## src/rtl/mm_stage.sv

```systemverilog
// mm_stage: memory-access stage of the 5-stage RISC-V core.
// Takes the registered EX results and, for loads/stores, moves data one byte
// per granted cycle over the shared byte-wide memory port. It holds EX/MEM with
// stl_req while busy and presents registered writeback results to WB.
// Optional feature macro: MM_MISALIGN_TRAP_EN (misaligned H/W accesses skip
// memory and raise a one-cycle mm_trap instead of going byte-serial).
module mm_stage #(
  parameter int ADDR_W = 32
) (
  input  logic              clk,
  input  logic              rst,
  input  logic [4:0]        mm_wa,
  input  logic              mm_we,
  input  logic [31:0]       mm_wn,
  input  logic [4:0]        mm_mem_e,
  input  logic [31:0]       mm_mem_n,
  input  logic              mem_gnt,
  input  logic [7:0]        mem_din,
  output logic [ADDR_W-1:0] mem_a,
  output logic [7:0]        mem_dout,
  output logic              mem_wr,
  output logic              mem_req,
  output logic              stl_req,
  output logic [4:0]        wb_wa,
  output logic              wb_we,
  output logic [31:0]       wb_wn,
  output logic              mm_trap
);

  typedef enum logic [1:0] {S_IDLE, S_ACC, S_WAIT, S_DONE} state_t;

  state_t            state, state_nxt;
  logic [ADDR_W-1:0] addr_q;
  logic [31:0]       data_q;
  logic [3:0]        ctl_q;
  logic [2:0]        cnt;
  logic [2:0]        cnt_m1;
  logic              pend;
  logic [31:0]       rdata;
  logic [31:0]       ld_val;
  logic [2:0]        last_idx;
  logic              is_acc;
  logic              trap_in;
  logic              trap_done;
  logic              ctl_store;
  logic              ctl_uns;
  logic [1:0]        ctl_size;

  assign is_acc    = mm_mem_e[4];
  assign ctl_store = ctl_q[3];
  assign ctl_uns   = ctl_q[2];
  assign ctl_size  = ctl_q[1:0];
  assign cnt_m1    = cnt - 3'd1;

`ifdef MM_MISALIGN_TRAP_EN
  logic trap_q;

  assign trap_in = is_acc &&
                   (((mm_mem_e[1:0] == 2'b01) && mm_wn[0]) ||
                    (mm_mem_e[1] && (mm_wn[1:0] != 2'b00)));

  // Remember whether the access accepted in IDLE was a misaligned trap
  always_ff @(posedge clk or negedge rst) begin
    if (!rst)
      trap_q <= 1'b0;
    else if ((state == S_IDLE) && is_acc)
      trap_q <= trap_in;
  end

  assign trap_done = (state == S_DONE) && trap_q;
`else
  assign trap_in   = 1'b0;
  assign trap_done = 1'b0;
`endif

  assign mm_trap = trap_done;

  // Index of the final byte of the latched access (reserved size acts as word)
  always_comb begin
    last_idx = 3'd3;
    case (ctl_size)
      2'b00:   last_idx = 3'd0;
      2'b01:   last_idx = 3'd1;
      default: last_idx = 3'd3;
    endcase
  end

  // Sign- or zero-extend the assembled load data according to size
  always_comb begin
    ld_val = rdata;
    case (ctl_size)
      2'b00:   ld_val = ctl_uns ? {24'h0, rdata[7:0]}  : {{24{rdata[7]}},  rdata[7:0]};
      2'b01:   ld_val = ctl_uns ? {16'h0, rdata[15:0]} : {{16{rdata[15]}}, rdata[15:0]};
      default: ld_val = rdata;
    endcase
  end

  // Next-state logic and memory-port / stall outputs
  always_comb begin
    state_nxt = state;
    stl_req   = 1'b0;
    mem_req   = 1'b0;
    mem_wr    = 1'b0;
    mem_a     = '0;
    mem_dout  = 8'h00;
    case (state)
      S_IDLE: begin
        if (is_acc) begin
          stl_req   = 1'b1;
          state_nxt = trap_in ? S_DONE : S_ACC;
        end
      end
      S_ACC: begin
        stl_req  = 1'b1;
        mem_req  = 1'b1;
        mem_a    = addr_q + ADDR_W'(cnt);
        mem_wr   = ctl_store;
        mem_dout = data_q[{cnt[1:0], 3'b000} +: 8];
        if (mem_gnt && (cnt == last_idx))
          state_nxt = ctl_store ? S_DONE : S_WAIT;
      end
      S_WAIT: begin
        stl_req   = 1'b1;
        state_nxt = S_DONE;
      end
      S_DONE: begin
        state_nxt = S_IDLE;
      end
      default: state_nxt = S_IDLE;
    endcase
  end

  // State register; reset abandons any transfer in flight
  always_ff @(posedge clk or negedge rst) begin
    if (!rst)
      state <= S_IDLE;
    else
      state <= state_nxt;
  end

  // Access context, byte counter and load-byte assembly; pend marks that the
  // previous cycle issued a granted read whose byte is on mem_din now
  always_ff @(posedge clk or negedge rst) begin
    if (!rst) begin
      addr_q <= '0;
      data_q <= 32'h0;
      ctl_q  <= 4'h0;
      cnt    <= 3'd0;
      pend   <= 1'b0;
      rdata  <= 32'h0;
    end else begin
      case (state)
        S_IDLE: begin
          if (is_acc) begin
            addr_q <= mm_wn[ADDR_W-1:0];
            data_q <= mm_mem_n;
            ctl_q  <= mm_mem_e[3:0];
            cnt    <= 3'd0;
            pend   <= 1'b0;
            rdata  <= 32'h0;
          end
        end
        S_ACC: begin
          pend <= mem_gnt && !ctl_store;
          if (mem_gnt)
            cnt <= cnt + 3'd1;
          if (pend)
            rdata[{cnt_m1[1:0], 3'b000} +: 8] <= mem_din;
        end
        S_WAIT: begin
          pend <= 1'b0;
          if (pend)
            rdata[{cnt_m1[1:0], 3'b000} +: 8] <= mem_din;
        end
        default: ;
      endcase
    end
  end

  // MEM/WB register: passthrough in IDLE, bubble while busy, result in DONE
  always_ff @(posedge clk or negedge rst) begin
    if (!rst) begin
      wb_wa <= 5'd0;
      wb_we <= 1'b0;
      wb_wn <= 32'h0;
    end else begin
      case (state)
        S_IDLE: begin
          if (!is_acc) begin
            wb_wa <= mm_wa;
            wb_we <= mm_we;
            wb_wn <= mm_wn;
          end else begin
            wb_we <= 1'b0;
          end
        end
        S_DONE: begin
          wb_wa <= mm_wa;
          wb_we <= mm_we && !trap_done;
          wb_wn <= (!ctl_store && !trap_done) ? ld_val : mm_wn;
        end
        default: wb_we <= 1'b0;
      endcase
    end
  end

endmodule
```

## config.mk

```make
export PLATFORM = sky130hd
export DESIGN_NAME = mm_stage
export DESIGN_NICKNAME = d
export VERILOG_FILES = /design/src/rtl/mm_stage.sv
export SDC_FILE = /design/constraint.sdc
export NUM_CORES = 1
export LEC_CHECK = 0
export CAP_MARGIN = 20
export CORE_ASPECT_RATIO = 0.5
export CORE_UTILIZATION = 37
export DETAILED_ROUTE_END_ITERATION = 7
export PLACE_DENSITY_LB_ADDON = 0.2
export SKIP_LAST_GASP = 1
export SLEW_MARGIN = 40
export SYNTH_ARGS = -nofsm -noshare
export SYNTH_HDL_FRONTEND = slang
export SYNTH_SLANG_ARGS = --single-unit
```

## constraint.sdc

```tcl
create_clock -name clk -period 3.6 [get_ports clk]
set_input_delay 0.9 -clock clk [delete_from_list [all_inputs] [get_ports clk]]
set_output_delay 0.9 -clock clk [all_outputs]
set_load 0.02 [all_outputs]
```

==> results of run 1 <==
## flip-flops by register name, summed over array words and instances (netlist names)
| signal | cells |
|---|---|
| addr_q | 32 |
| data_q | 32 |
| rdata | 32 |
| wb_wn | 32 |
| wb_wa | 5 |
| ctl_q | 4 |
| cnt | 3 |
| state | 2 |
| pend | 1 |
| wb_we | 1 |
## power by group through the flow
| stage | combinational (mW) | sequential, mW | clock (mW) |
|---|---|---|---|
| 4_1_cts | 4.38 | 2.82 | 1.88 |
| 2_1_floorplan | 2.61 | 2.94 | 0 |
| 3_5_place_dp | 4.42 | 2.84 | 0 |
| 5_1_grt | 4.76 | 2.92 | 1.95 |
| 6_report | 4.41 | 2.83 | 1.84 |
| 3_3_place_gp | 4.36 | 2.81 | 0 |
## metal layers
metal | vias to the layer above | wire length, um
met3 | 8 | 1131
met4 | 0 | 65
met2 | 127 | 9448
met5 | - | 0
met1 | 2954 | 10600
li1 | 2908 | -
## tightest hold or removal path, cell delays in order, from the launching register on
cell and delay, ns:
dfrtp_1 0.34, nand2_1 0.05, o31ai_1 0.05
## cell type report
cell class / instances / share of cell area, %
inverters: 40 / 1.482
well taps: 266 / 3.204
flip-flops and latches: 144 / 34.69
repair buffers: 200 / 18.83
clock inverters: 13 / 1.542
clock buffers: 19 / 4.360
multi-input cells: 489 / 35.89
## cell families (layout without fill, tap and decap cells)
group	count (synthesis)	in the layout
muxes	119	119
other	1	1
and+or+nand+nor	202	202
DFF	144	144
AOI/OAI and AO/OA	148	148
xor gates and xnor gates	6	6
buffers and inverters	86	272
adders and majority gates	13	13
## worst max-delay path by stage
stage / start / endpoint / slack (ns) / cells after the start
4_1_cts: addr_q[0]$_DFFE_PN0P_ / mem_a[24] / -0.24 / 9
6_report: cnt[0]$_DFFE_PN0P_ / mem_a[22] / -0.14 / 10
2_1_floorplan: cnt[1]$_DFFE_PN0P_ / mem_a[22] / 0.02 / 8
3_3_place_gp: cnt[0]$_DFFE_PN0P_ / mem_a[24] / -0.02 / 9
3_5_place_dp: addr_q[0]$_DFFE_PN0P_ / mem_a[24] / -0.07 / 9
5_1_grt: cnt[0]$_DFFE_PN0P_ / mem_a[22] / -0.24 / 10
## what timing repair did
item | in CTS | in global routing
setup endpoints to repair | 25 | 24
cloned | 0 | 1
buffers inserted | 2 | 3
resized for setup | 64 | 47
hold buffers | 0 | 0
pin swaps | 1 | 13
## stage by stage
| stage | total power, mW | setup WS [ns] |
|---|---|---|
| final | 9.078 | -0.1410 |
| after global routing | 9.634 | -0.2389 |
| after CTS | 9.077 | -0.2444 |
| after detailed placement | 7.259 | -0.07203 |
| after global placement | 7.176 | -0.01562 |
| after floorplan | 5.546 | 0.01909 |
## synthesized netlist by cell type, types with 4 or more instances
master    number
nor4_1         8
mux2i_1       37
nand3_1        8
nand2b_1       6
nand2_1       88
o21a_1         4
and3_1         6
xnor2_1        4
o31ai_1       24
and4_1         4
o21ai_0       45
ha_1          12
mux2_2        74
mux4_2         8
a21oi_1       39
buf_1          6
dfrtp_1      144
or3_1         10
nand4_1        7
clkbuf_1      24
buf_2         10
buf_6          4
and2_1        12
inv_1         39
o31a_1         4
nor2_1        26
or4_1          7
a211oi_1      16
==> flow_summary.rst, run 1 <==
.. list-table::
   :header-rows: 1

   * - Metric
     - Value
   * - Critical path arrival
     - 2.84 ns
   * - Post-synthesis share of cell area spent on xor and xnor gates
     - 0.6940%
   * - Average detailed-routed wire length per instance
     - 18.14 um
   * - Number of nets with antenna violations after routing
     - 0
   * - Multiplexer share of the synthesized area
     - 18.27%
   * - Area occupied by multi-input gates
     - 0.003729 mm2
   * - Area of the die
     - 0.02108 mm2
   * - Reg2Reg Depth
     - 6
   * - Reported net switching power
     - 3.598 mW
   * - Outcome
     - finished, violations left
   * - Category of the worst setup path launch point
     - register
   * - Clock tree from TritonCTS
     - built
   * - Final Max Tran Viols
     - 0
   * - Category of the worst setup path capture point
     - output pin
   * - Number of remaining DRC errors
     - 0
   * - Global-route met1 utilization
     - 29.42%
   * - Number of top-level design ports
     - 168
   * - Synth Register Bits
     - 144
   * - Power per unit of standard cell area
     - 873.9 mW/mm2
   * - Class of the worst hold path
     - register to register
   * - CP delay by family, top
     - simple AND/OR/NAND/NOR gates
   * - Synth Net Count
     - 818
   * - Compound-Gate Fraction of Synth Area
     - 12.51%
   * - Sum of buffers and inverters on the critical path
     - 4
   * - Worst IR drop on VDD
     - 0.3799 mV
   * - Grt met2 use
     - 30.93%
   * - Share of cells above drive strength 1
     - 21.88%
   * - Fill cell total of the finished layout
     - 1801
   * - Weighted congestion reported at the end of routability-driven placement
     - 0.7874
   * - Reg area
     - 0.003603 mm2
   * - Synth unique cells
     - 58
   * - Violated checks
     - setup timing
   * - Leading cell type in the layout, fill and taps excluded
     - dfrtp_1
   * - Endpoint required time on the critical path
     - 2.70 ns
   * - Critical setup path kind
     - register to output pin
   * - Cell area reported after detailed placement
     - 0.009612 mm2
   * - Critical path, cell by cell
     - ha_2 > inv_2 > fa_2 > and2b_2 > o2111ai_4 > buf_12 > clkbuf_16 > or4_4 > a21oi_4 > buf_6
   * - Post-layout net count
     - 991
   * - Synthesized area
     - 0.007572 mm2
   * - Syn avg cell area
     - 10.53 um2
   * - Most Used Layer, Global Route
     - met2
   * - Hold path cells
     - 2
   * - Tightest hold margin
     - 0.4790 ns
   * - Overall die height
     - 103.2 um
   * - Cts bufs inserted
     - 17
   * - Slowest stage cell, crit path
     - or4_4
   * - Unrepaired setup endpoints after global routing
     - yes
   * - PortBufs
     - 166
   * - Final Critical Period
     - 3.741 ns
   * - WL final
     - 21240 um
   * - Clock power share
     - 20.3%
   * - R2R Path Start
     - state[0]$_DFFE_PN0P_
   * - Reg2reg end
     - rdata[8]$_DFFE_PN0P_
   * - Highest fanout seen on the critical path
     - 5
   * - Maximum number of pins on one net before global-route repair
     - 70
   * - Number of enable flip-flop cells after synthesis
     - 0
   * - Highest attainable clock frequency
     - 267.3 MHz
   * - Slew HR
     - 49.02%
   * - Number of buffers on the longest clock path
     - 2
   * - Setup clock skew after layout
     - 0.01273 ns
   * - Count of placed standard cells in the final layout, fillers left out
     - 1171
   * - Dominant register cell in the synthesized netlist
     - dfrtp_1
   * - Slew @ Worst Pin
     - 0.7630 ns
   * - Number of antenna violations at the first check in global routing
     - 0
   * - Iteration count of the initial detailed-routing pass
     - 4
   * - Proportion of netlist area held by the largest area contributor
     - 47.59%
   * - Worst reg2reg setup slack
     - 1.16 ns
   * - Total routing usage reported by global routing
     - 20.29%
   * - Post-synthesis adder-cell area fraction
     - 2.247%
   * - Sequential fraction of the synthesis area
     - 47.59%
   * - Utilization of the core after routing
     - 52.65%
   * - Largest stage delay on the critical path
     - 0.49 ns
   * - Cell Rows
     - 36
   * - Core region area
     - 0.01973 mm2
   * - Main combinational cell family by area after synthesis
     - multiplexers
   * - Clk Tree Root Cell
     - clkbuf_16
   * - Number of max-cap violations
     - 0
   * - Total setup violations reported at the end of the flow
     - 11
   * - Seq pwr share
     - 31.1%
   * - Met3 Usage GRT
     - 4.425%
   * - Setup WS post-layout
     - -0.1410 ns
   * - Commonest cells after routing, fill and taps aside
     - dfrtp_1 (144), clkdlybuf4s50_1 (137), nand2_1 (87)
   * - Initial cell density of the core
     - 38.38%
   * - Cell types with the largest area share after synthesis
     - dfrtp_1 (48%), mux2_2 (11%), mux2i_1 (4.9%), nand2_1 (4.4%), o21ai_0 (3.0%)
   * - Clock Sinks
     - 144
   * - Final hold vios
     - 0
   * - Number of cells in the design after placement
     - 1133
   * - Horizontal die dimension
     - 204.3 um
   * - Fin crit share
     - 103.9%
   * - Internal power
     - 5.480 mW
   * - Simple-Gate Fraction of Synth Area
     - 13.71%
   * - Share of async-settable or async-resettable flops after synthesis
     - 100.0%
   * - Post-detailed-placement half-perimeter wirelength
     - 15270 um
   * - Combinational fraction of design power
     - 48.5%
   * - GRT overflow
     - 0
   * - Clock latency of the later-clocked register in the worst-skew pair
     - 0.42 ns
   * - Global-route wire length before repair
     - 32370 um
   * - Avg Vias per Cell
     - 5.121
   * - Origin of the worst min-delay path
     - wb_wn[19]$_DFFE_PN0P_
   * - Design Area, Final
     - 0.01039 mm2
   * - Initial drt markers
     - 301
   * - Post-synthesis to final-layout area growth
     - 37.18%
   * - Routed via count
     - 5997
   * - Post-synth top area cell
     - dfrtp_1
   * - Number of global-route vias before repair
     - 5713
   * - Total number of H-tree levels
     - 4
   * - Worst hold path endpoint
     - wb_wn[19]$_DFFE_PN0P_
   * - Switching part of the total
     - 39.63%
   * - Clock transition at path regs
     - 0.06 ns
   * - Diode count
     - 0
   * - Synthesis warning total
     - 0
   * - Leakage power
     - 4.285 nW
   * - Setup total negative slack
     - -0.7166 ns
   * - Synthesized instance count
     - 719
Power figures use the tool's default switching activity.
==> inputs of run 2 (changes only) <==
--- a/config.mk
+++ b/config.mk
@@ -7,7 +7,7 @@
 export LEC_CHECK = 0
 export CAP_MARGIN = 20
 export CORE_ASPECT_RATIO = 0.5
-export CORE_UTILIZATION = 37
+export CORE_UTILIZATION = 40
 export DETAILED_ROUTE_END_ITERATION = 7
 export PLACE_DENSITY_LB_ADDON = 0.2
 export SKIP_LAST_GASP = 1
==> run 2 against run 1 <==
The flow still finishes with violations (setup timing). Clock skew decreased by 0.00099 ns. Critical path depth decreased by 1. Clock-buffer cell count decreased by 1. Worst setup slack improved by 0.057 ns. Sequential share of layout area grew 0.27 points. Design area down 0.74%. Die area decreased by 7.4%. Critical endpoint is now mem_a[18]. Largest cell class unchanged.
==> flow_summary.rst, run 2 (synthesis gave the netlist of run 1 again) <==
.. list-table::
   :header-rows: 1

   * - Metric
     - Value
   * - Critical setup path kind
     - register to output pin
   * - Total number of H-tree levels
     - 4 (unchanged)
   * - Critical path arrival
     - 2.78 ns (-0.06 ns)
   * - Reg2Reg Depth
     - 6 (unchanged)
   * - PortBufs
     - 166 (unchanged)
   * - Worst reg2reg setup slack
     - 1.19 ns (+0.03 ns)
   * - Class of the worst hold path
     - input pin to asynchronous set/reset pin
   * - Unrepaired setup endpoints after global routing
     - yes
   * - Reg area
     - 0.003605 mm2 (about the same)
   * - Cts bufs inserted
     - 17 (unchanged)
   * - Leakage power
     - 4.230 nW (-1.3%)
   * - Number of nets with antenna violations after routing
     - 0 (unchanged)
   * - Cell Rows
     - 35 (-2.8%)
   * - Average detailed-routed wire length per instance
     - 17.66 um (-2.7%)
   * - Worst IR drop on VDD
     - 0.4070 mV (+7.1%)
   * - Highest fanout seen on the critical path
     - 6 (+1)
   * - Number of max-cap violations
     - 0 (unchanged)
   * - Total power after layout
     - 8.959 mW (-1.3%)
   * - Number of buffers on the longest clock path
     - 2 (unchanged)
   * - Clock transition at path regs
     - 0.06 ns (about the same)
   * - Commonest cells after routing, fill and taps aside
     - dfrtp_1 (143), clkdlybuf4s50_1 (135), nand2_1 (87)
   * - Diode count
     - 0 (unchanged)
   * - WL final
     - 20520 um (-3.4%)
   * - Maximum number of pins on one net before global-route repair
     - 145 (+110%)
   * - Endpoint required time on the critical path
     - 2.70 ns (about the same)
   * - Violated checks
     - setup timing
   * - Highest attainable clock frequency
     - 271.5 MHz (+1.6%)
   * - Number of top-level design ports
     - 168 (unchanged)
   * - Overall die height
     - 99.29 um (-3.7%)
   * - Number of cells in the design after placement
     - 1124 (-0.79%)
   * - Routed via count
     - 6045 (+0.80%)
   * - Avg Vias per Cell
     - 5.202 (+1.6%)
   * - Clk Tree Root Cell
     - clkbuf_16
   * - Number of antenna violations at the first check in global routing
     - 0 (unchanged)
   * - GRT overflow
     - 0 (unchanged)
   * - Category of the worst setup path capture point
     - output pin
   * - Final Critical Period
     - 3.684 ns (-0.05742 ns)
   * - Post-layout net count
     - 989 (-0.20%)
   * - Number of remaining DRC errors
     - 0 (unchanged)
   * - Area of the die
     - 0.01952 mm2 (-7.4%)
   * - Initial drt markers
     - 334 (+11%)
   * - Category of the worst setup path launch point
     - register
   * - Global-route wire length before repair
     - 32410 um (+0.13%)
   * - Initial cell density of the core
     - 40.97% (+2.6 points)
   * - Leading cell type in the layout, fill and taps excluded
     - dfrtp_1
   * - Reg2reg end
     - rdata[14]$_DFFE_PN0P_
   * - Setup total negative slack
     - -0.3787 ns (+0.3379 ns)
   * - Power per unit of standard cell area
     - 868.9 mW/mm2 (-0.57%)
   * - Utilization of the core after routing
     - 55.80% (+3.1 points)
   * - Post-detailed-placement half-perimeter wirelength
     - 14500 um (-5.0%)
   * - Post-synthesis to final-layout area growth
     - 36.17%
   * - Tightest hold margin
     - 0.4117 ns (-0.06735 ns)
   * - Horizontal die dimension
     - 196.6 um (-3.8%)
   * - Setup WS post-layout
     - -0.08363 ns (+0.05742 ns)
   * - R2R Path Start
     - state[0]$_DFFE_PN0P_
   * - Fill cell total of the finished layout
     - 1599 (-11%)
   * - Count of placed standard cells in the final layout, fillers left out
     - 1162 (-0.77%)
   * - Total routing usage reported by global routing
     - 21.53% (+1.2 points)
   * - Setup clock skew after layout
     - 0.01174 ns (-0.0009910 ns)
   * - Iteration count of the initial detailed-routing pass
     - 4 (unchanged)
   * - Final hold vios
     - 0 (unchanged)
   * - Core region area
     - 0.01848 mm2 (-6.3%)
   * - Weighted congestion reported at the end of routability-driven placement
     - 0.8742 (+11%)
   * - Area occupied by multi-input gates
     - 0.003729 mm2 (unchanged)
   * - Clock latency of the later-clocked register in the worst-skew pair
     - 0.42 ns (about the same)
   * - Slew HR
     - 48.20% (-0.82 points)
   * - Outcome
     - finished, violations left
   * - Worst slack, placed
     - -0.06479 ns (+0.007244 ns)
   * - Clock Sinks
     - 144 (unchanged)
   * - Number of global-route vias before repair
     - 5962 (+4.4%)
   * - Total setup violations reported at the end of the flow
     - 7 (-4)
   * - Design Area, Final
     - 0.01031 mm2 (-0.74%)
   * - Slew @ Worst Pin
     - 0.7706 ns (+0.007581 ns)
   * - Cell area reported after detailed placement
     - 0.009577 mm2 (-0.36%)
   * - Clock tree from TritonCTS
     - built
   * - Share of cells above drive strength 1
     - 22.59% (+0.71 points)
   * - Final Max Tran Viols
     - 0 (unchanged)
   * - Fin crit share
     - 102.3% (-1.6 points)
## run 2: worst max-delay path by stage
| stage | cells past startpoint | to | slack [ns] | start |
|---|---|---|---|---|
| final | 9 | mem_a[18] | -0.08 | cnt[0]$_DFFE_PN0P_ |
| after global routing | 9 | mem_a[22] | -0.18 | cnt[0]$_DFFE_PN0P_ |
| after CTS | 9 | mem_a[24] | -0.16 | addr_q[0]$_DFFE_PN0P_ |
| after detailed placement | 9 | mem_a[24] | -0.06 | addr_q[0]$_DFFE_PN0P_ |
| after global placement | 9 | mem_a[24] | -0.01 | cnt[0]$_DFFE_PN0P_ |
| after floorplan | 8 | mem_a[22] | 0.02 | cnt[1]$_DFFE_PN0P_ |
## run 2: layer usage
layer	vias up	wire length [um]	track usage, %	part of all wire, %
met5	-	0	0	0
met4	0	167	4.413	0.81
met3	14	962	4.713	4.7
met2	135	9072	32.82	44
met1	2994	10310	31.54	50
li1	2902	-	-	-
## run 2: critical path: stages, from the launching register on
cell and delay (ns):
dfrtp_1 0.35, ha_2 0.19, inv_2 0.04, fa_2 0.38
and2b_2 0.26, o2111ai_4 0.18, buf_12 0.19, or4_4 0.46
a21oi_1 0.15, buf_4 0.16
## run 2: report_power, final
| group | leakage [nW] | switching [mW] | internal [mW] |
|---|---|---|---|
| Combinational | 2.14 | 2.26 | 2.03 |
| Sequential | 1.79 | 0.599 | 2.30 |
| Clock | 0.292 | 0.726 | 1.05 |
## run 2: repair_timing
item	CTS	global route
endpoints found under the setup margin	24	19
hold buffers	0	0
gates resized for setup	78	42
cloned	1	0
buffers inserted	3	2
pin swaps	3	17
## run 2: final cells by class
| type | instances | share of cell area, % |
|---|---|---|
| Multi-Input combinational cell | 489 | 36.16 |
| Inverter | 40 | 1.456 |
| Sequential cell | 144 | 34.96 |
| Clock buffer | 18 | 4.259 |
| Tap cell | 259 | 3.143 |
| Clock inverter | 14 | 1.480 |
| Timing Repair Buffer | 198 | 18.54 |
